File: src/rtl/dram_cmd_sequencer.sv
// DRAM command sequencer: turns one decoded request at a time into a
// PRE/ACT/READ/WRITE sequence under an open-page policy, tracking the open
// row and ACT age of all 16 banks, and pulses done when the burst completes.
module dram_cmd_sequencer #(
    parameter int T_RCD   = 24,
    parameter int T_RP    = 24,
    parameter int T_RAS   = 52,
    parameter int T_CL    = 24,
    parameter int T_BURST = 4
) (
    input  logic        clk,
    input  logic        rst,
    input  logic        req_valid,
    output logic        req_ready,
    input  logic [1:0]  req_op,
    input  logic [31:0] req_addr,
    output logic        cmd_valid,
    output logic [1:0]  cmd,
    output logic [1:0]  cmd_bg,
    output logic [1:0]  cmd_ba,
    output logic [13:0] cmd_row,
    output logic [10:0] cmd_col,
    output logic        done,
    output logic [1:0]  done_op
);
    localparam logic [1:0] CMD_PRE = 2'd0;
    localparam logic [1:0] CMD_WR  = 2'd1;
    localparam logic [1:0] CMD_RD  = 2'd2;
    localparam logic [1:0] CMD_ACT = 2'd3;

    // Wait-counter reload values. The ISSUE state and the cycle that leaves
    // the WAIT state both count, hence the -2 on the command-to-command gaps.
    localparam logic [7:0] RP_LD   = 8'(T_RP - 2);
    localparam logic [7:0] RCD_LD  = 8'(T_RCD - 2);
    localparam logic [7:0] RW_LD   = 8'(T_CL + T_BURST - 1);
    // Age reads 0 the cycle after ACT and PRE goes out the cycle after the
    // check, so PRE is legal next cycle once age >= T_RAS-2.
    localparam logic [7:0] RAS_THR = 8'(T_RAS - 2);

    typedef enum logic [3:0] {
        S_IDLE, S_DECODE, S_PRE_WAIT_RAS, S_PRE_ISSUE, S_PRE_WAIT,
        S_ACT_ISSUE, S_ACT_WAIT, S_RW_ISSUE, S_RW_WAIT
    } state_t;

    state_t             r_state;
    logic [1:0]         r_op;
    logic [1:0]         r_bg;
    logic [1:0]         r_ba;
    logic [13:0]        r_row;
    logic [10:0]        r_col;
    logic [7:0]         r_wait;
    logic [15:0]        r_open;
    logic [15:0][13:0]  r_open_row;
    logic [15:0][7:0]   r_age;

    logic               r_cmd_valid;
    logic [1:0]         r_cmd;
    logic [1:0]         r_cmd_bg;
    logic [1:0]         r_cmd_ba;
    logic [13:0]        r_cmd_row;
    logic [10:0]        r_cmd_col;
    logic               r_done;
    logic [1:0]         r_done_op;

    logic [3:0]         w_bank;
    logic               w_hit;
    logic               w_ras_ok;
    logic [1:0]         w_rw_cmd;
    logic               w_unused_addr;

    assign w_bank        = {r_bg, r_ba};
    assign w_hit         = r_open[w_bank] && (r_open_row[w_bank] == r_row);
    assign w_ras_ok      = (r_age[w_bank] >= RAS_THR);
    assign w_rw_cmd      = (r_op == 2'd1) ? CMD_WR : CMD_RD;
    assign w_unused_addr = ^req_addr[2:0];

    assign req_ready = (r_state == S_IDLE) && !rst;
    assign cmd_valid = r_cmd_valid;
    assign cmd       = r_cmd;
    assign cmd_bg    = r_cmd_bg;
    assign cmd_ba    = r_cmd_ba;
    assign cmd_row   = r_cmd_row;
    assign cmd_col   = r_cmd_col;
    assign done      = r_done;
    assign done_op   = r_done_op;

    // Bank table: open flag / open row per bank, plus saturating ACT age.
    always_ff @(posedge clk or posedge rst) begin
        if (rst) begin
            r_open     <= '0;
            r_open_row <= '0;
            r_age      <= {16{8'hFF}};
        end else begin
            for (int b = 0; b < 16; b++) begin
                if (r_state == S_ACT_ISSUE && w_bank == b[3:0])
                    r_age[b] <= 8'd0;
                else if (r_age[b] != 8'hFF)
                    r_age[b] <= r_age[b] + 8'd1;
            end
            if (r_state == S_PRE_ISSUE)
                r_open[w_bank] <= 1'b0;
            if (r_state == S_ACT_ISSUE) begin
                r_open[w_bank]     <= 1'b1;
                r_open_row[w_bank] <= r_row;
            end
        end
    end

    // Sequencer FSM; command fields are registered on entry to each ISSUE state.
    always_ff @(posedge clk or posedge rst) begin
        if (rst) begin
            r_state     <= S_IDLE;
            r_op        <= '0;
            r_bg        <= '0;
            r_ba        <= '0;
            r_row       <= '0;
            r_col       <= '0;
            r_wait      <= '0;
            r_cmd_valid <= 1'b0;
            r_cmd       <= '0;
            r_cmd_bg    <= '0;
            r_cmd_ba    <= '0;
            r_cmd_row   <= '0;
            r_cmd_col   <= '0;
            r_done      <= 1'b0;
            r_done_op   <= '0;
        end else begin
            r_cmd_valid <= 1'b0;
            r_done      <= 1'b0;
            case (r_state)
                S_IDLE: if (req_valid) begin
                    r_op    <= req_op;
                    r_bg    <= req_addr[7:6];
                    r_ba    <= req_addr[9:8];
                    r_col   <= {req_addr[17:10], req_addr[5:3]};
                    r_row   <= req_addr[31:18];
                    r_state <= S_DECODE;
                end
                S_DECODE: begin
                    r_cmd_bg <= r_bg;
                    r_cmd_ba <= r_ba;
                    if (w_hit) begin
                        r_cmd_valid <= 1'b1;
                        r_cmd       <= w_rw_cmd;
                        r_cmd_col   <= r_col;
                        r_state     <= S_RW_ISSUE;
                    end else if (!r_open[w_bank]) begin
                        r_cmd_valid <= 1'b1;
                        r_cmd       <= CMD_ACT;
                        r_cmd_row   <= r_row;
                        r_state     <= S_ACT_ISSUE;
                    end else if (w_ras_ok) begin
                        r_cmd_valid <= 1'b1;
                        r_cmd       <= CMD_PRE;
                        r_state     <= S_PRE_ISSUE;
                    end else begin
                        r_state     <= S_PRE_WAIT_RAS;
                    end
                end
                S_PRE_WAIT_RAS: if (w_ras_ok) begin
                    r_cmd_valid <= 1'b1;
                    r_cmd       <= CMD_PRE;
                    r_state     <= S_PRE_ISSUE;
                end
                S_PRE_ISSUE: begin
                    r_wait  <= RP_LD;
                    r_state <= S_PRE_WAIT;
                end
                S_PRE_WAIT: begin
                    if (r_wait == 8'd0) begin
                        r_cmd_valid <= 1'b1;
                        r_cmd       <= CMD_ACT;
                        r_cmd_row   <= r_row;
                        r_state     <= S_ACT_ISSUE;
                    end else begin
                        r_wait <= r_wait - 8'd1;
                    end
                end
                S_ACT_ISSUE: begin
                    r_wait  <= RCD_LD;
                    r_state <= S_ACT_WAIT;
                end
                S_ACT_WAIT: begin
                    if (r_wait == 8'd0) begin
                        r_cmd_valid <= 1'b1;
                        r_cmd       <= w_rw_cmd;
                        r_cmd_col   <= r_col;
                        r_state     <= S_RW_ISSUE;
                    end else begin
                        r_wait <= r_wait - 8'd1;
                    end
                end
                S_RW_ISSUE: begin
                    r_wait  <= RW_LD;
                    r_state <= S_RW_WAIT;
                end
                S_RW_WAIT: begin
                    // done is high during the last RW_WAIT cycle; IDLE follows.
                    if (r_wait == 8'd1) begin
                        r_done    <= 1'b1;
                        r_done_op <= r_op;
                    end
                    if (r_wait == 8'd0)
                        r_state <= S_IDLE;
                    else
                        r_wait <= r_wait - 8'd1;
                end
                default: r_state <= S_IDLE;
            endcase
        end
    end
endmodule

File: config.mk
export PLATFORM = sky130hd
export DESIGN_NAME = dram_cmd_sequencer
export DESIGN_NICKNAME = d
export VERILOG_FILES = /design/src/rtl/dram_cmd_sequencer.sv
export SDC_FILE = /design/constraint.sdc
export NUM_CORES = 1
export LEC_CHECK = 0
export ABC_AREA = 1
export BUFFER_PORTS_ARGS = -buffer_cell sky130_fd_sc_hd__buf_2
export CORE_MARGIN = 3
export CORE_UTILIZATION = 30
export DETAILED_ROUTE_END_ITERATION = 7
export GPL_TIMING_DRIVEN = 0
export PLACE_DENSITY = 0.55
export SETUP_SLACK_MARGIN = 0.4
export SLEW_MARGIN = 0
export SYNTH_ARGS = -nofsm -noshare
export SYNTH_HDL_FRONTEND = slang
export SYNTH_SLANG_ARGS = --single-unit
File: constraint.sdc
create_clock -name clk -period 15.8 [get_ports clk]
set_input_delay 0.79 -clock clk [delete_from_list [all_inputs] [get_ports clk]]
set_output_delay 0.79 -clock clk [all_outputs]
set_load 0.01 [all_outputs]
==> impl_results.md <==
* Post-synth ARST share at 100%
* Syn nets at approximately 2900
* H-tree depth at 2
* # nets final at between 2000 and 3000
* Vias at 19400
* Seq/Total Area, Yosys at between 50% and 60%
* Total Power at ~5.4 mW
* Startpoint Class: register
* Synthesized flop and latch total at between 400 and 500
* Post-synth top area share at a little over a third
* Most common cell in the synthesized netlist: nand2_1
* Largest stage delay on the critical path at 0.55 ns
* Cts hold-fix bufs at 0
* Layout area overhead at 15.0%
* Post-route design area at around 25000 um^2
* Synth Warn # at 0
* Post-synth top area cell: dfrtp_1
* Clock network power share at 22.2%
* First-pass GRT wire length at 111000 um
* Register share of total power at a little under two fifths
* Largest net degree at the start of global routing at between 100 and 150
* Root Driver: clkbuf_16
* Row cnt at 98
* Crit path buffers/inverters at 4
* Final Slew Violations at 0
* CP delay by family, top: buffers and inverters
* Outcome: finished clean
* Crit path required time at between 15 and 20 ns
* Post-DRT Antenna Nets at 0
* Switching pwr at around 2.3 mW
* Combinational share of power at between 30% and 40%
* Min Clock Period, post-route at approximately 3.5 ns
* Fmax at slightly below 300 MHz
* HPWL Detailed at about 51000 um
* Final Setup Violations at 0
* Final Hold Viols at 0
* Synth top area cells: dfrtp_1, nand2_1, dfstp_2
* Top FF cell, synth: dfrtp_1
* Layout Skew at 0.0307 ns
* Setup_tns at 0 ns
* CP Capture Type: register
* Last weighted congestion value of the routability-driven placer at 0.859
* Number of enable flip-flop cells after synthesis at 0
* DR DRC count at 0
* # Post-CTS Setup Buffers at 0
* Longest Clk Path Bufs at 3
* CTS resizes at 0
* Initial core utilization at 30.5%
* Crit share post-route at a little over a fifth
* Int Pwr at a little over 3 mW
* CTS Buf Count at between 40 and 50
* Via density at roughly 4.9
* GRT Util Overall at 18.3%
* Number of global-route vias before repair at 18600
* Reg2Reg Depth at 11
* PortBufs at about 70
* Share of post-route cells with drive strength above 1 at roughly 12%
* Initial DRT Pass Iterations at 7
* Post-Syn Area at 21900 um^2
* Initial DRC Count at between 1500 and 2000
* Cell variety after synth at 40
* Leak pwr at 11.8 nW
* Setup Crit Path Kind: register to register
* Worst Max-Slew Pin Slew at 1.38 ns
* Filler Cell Count at about 7600
* Worst path cell trace: buf_4 > nand2_2 > clkbuf_1 > o22ai_1 > o21ai_1 > nand4_1 > inv_2 > o22ai_1 > o31ai_2 > clkbuf_1 > o21ai_0
* HP Class: input pin to async pin
* Synthesized area per cell at 7.81 um^2
* Top Ports at 73
* Die Y at approximately 280 um
* Critical path data arrival time at just under 4 ns
* Worst reg2reg setup slack at roughly 12 ns
* Most common library cells after synthesis: nand2_1, o21ai_0, dfrtp_1
* Wirelength per Cell at about 18 um
* Worst hold slack at around 0.23 ns
* Clock Pin Slew Worst Setup and Hold Paths at around 0.060 ns
* CP Depth at 11
* Switching Share at 42.2%
* Non-Filler Instances at between 3000 and 4000
* Die area at 76400 um^2
* Pwr dens at 212 nW/um^2
* Initial antenna violation count at 1
* Post-Route WL at between 70000 and 80000 um
* Placed inst area at around 24000 um^2
* Total gr overflow at 0
* Placed cells at 3831
* Synthesized instance count at ~2800
* Core box area at just over 70000 um^2
* Max-cap check violation count at 0
* Critical-path top delay cell: clkbuf_1
* Sink Count at approximately 450
* CTS tree: done
* RSZ-0062 raised after global routing: false
* Worst vdd ir at roughly 0.00011 V
* Antenna Cells at 0
* Max FO, Critical Path at 10
* Max-Slew Margin vs Limit at slightly above 7%
* Latest clock arrival within the worst-skew pair at approximately 0.60 ns
* Die width at ~280 um
## power groups by stage
stage,Clock (mW),Sequential (mW),Combinational [mW]
CTS,1.21,2.04,2.11
floorplan,0,1.98,1.45
detailed placement,0,2.05,2.10
global route,1.26,2.11,2.38
global placement,0,2.06,2.08
finish,1.19,2.05,2.11
## layout by cell type (no fill, tap or decap), types with 23 or more instances in the layout
| cell type | n |
|---|---|
| nand2_1 | 925 |
| o21ai_0 | 418 |
| dfrtp_1 | 318 |
| inv_1 | 285 |
| nor3_1 | 137 |
| dfstp_2 | 128 |
| nor2_1 | 126 |
| clkbuf_1 | 88 |
| buf_2 | 85 |
| nand3_1 | 71 |
| a21oi_1 | 68 |
| clkbuf_16 | 48 |
| o22ai_1 | 23 |
## layout make-up
| cell class | count | area (um^2) | share of cell area [%] |
|---|---|---|---|
| Inverter | 306 | 1160 | 4.59 |
| Timing Repair Buffer | 73 | 455 | 1.81 |
| Clock buffer | 64 | 1370 | 5.44 |
| Tap cell | 950 | 1190 | 4.71 |
| Clock inverter | 25 | 272 | 1.08 |
| Multi-Input combinational cell | 1931 | 8840 | 35.0 |
| Buffer | 125 | 613 | 2.43 |
| Sequential cell | 446 | 11300 | 44.9 |
## sequential cells by signal, indices dropped and copies added (netlist names), named ones only
| signal | flops |
|---|---|
| done | 1 |
| r_ba | 2 |
| r_state | 4 |
| r_open_row | 224 |
| cmd_col | 11 |
| r_open | 15 |
| r_bg | 2 |
| r_op | 2 |
| cmd_valid | 1 |
| cmd_row | 14 |
| r_row | 14 |
| done_op | 2 |
| cmd_bg | 2 |
| cmd | 2 |
| r_col | 11 |
| cmd_ba | 2 |
| r_wait | 8 |
| r_age | 128 |
## per-stage QoR
stage	utilization (%)	worst slack (ns)
3_3_place_gp	32.6	-2.96
3_5_place_dp	32.8	12.35
6_report	35.0	12.34
5_1_grt	35.0	12.18
4_1_cts	35.0	12.31
2_1_floorplan	-	2.79
## final timing paths
path / start / to
max reg2reg: r_ba[1] / cmd_row[6]
max: r_ba[1] / cmd_row[6]
max in group asynchronous: rst / r_open_row[69]
min: rst / r_bg[0]
min reg2reg: cmd_ba[1] / cmd_ba[1]
min in group clk: req_addr[29] / r_row[11]
## metal layers
| layer | GRT usage, % | wire length [um] | share of wire, % | up-vias |
|---|---|---|---|---|
| met5 | 0 | 0 | 0 | - |
| met4 | 4.96 | 1710 | 2.4 | 0 |
| met3 | 2.48 | 3880 | 5.4 | 96 |
| met2 | 28.4 | 31500 | 44 | 499 |
| met1 | 26.8 | 34200 | 48 | 9488 |
| li1 | - | - | - | 9309 |
## cell families (layout without fill, tap and decap cells)
| logic type | count (synthesis) | in the layout | synth area share, % |
|---|---|---|---|
| flip-flops | 446 | 446 | 51.6 |
| AND/OR/NAND/NOR | 1298 | 1298 | 23.9 |
| buffers and inverters | 431 | 593 | 8.05 |
| adder cells (fa/ha/maj) | 19 | 19 | 1.08 |
| AO/OA/AOI/OAI | 592 | 592 | 14.4 |
| XOR/XNOR | 22 | 22 | 0.879 |
(Power assumes the default switching activity.)
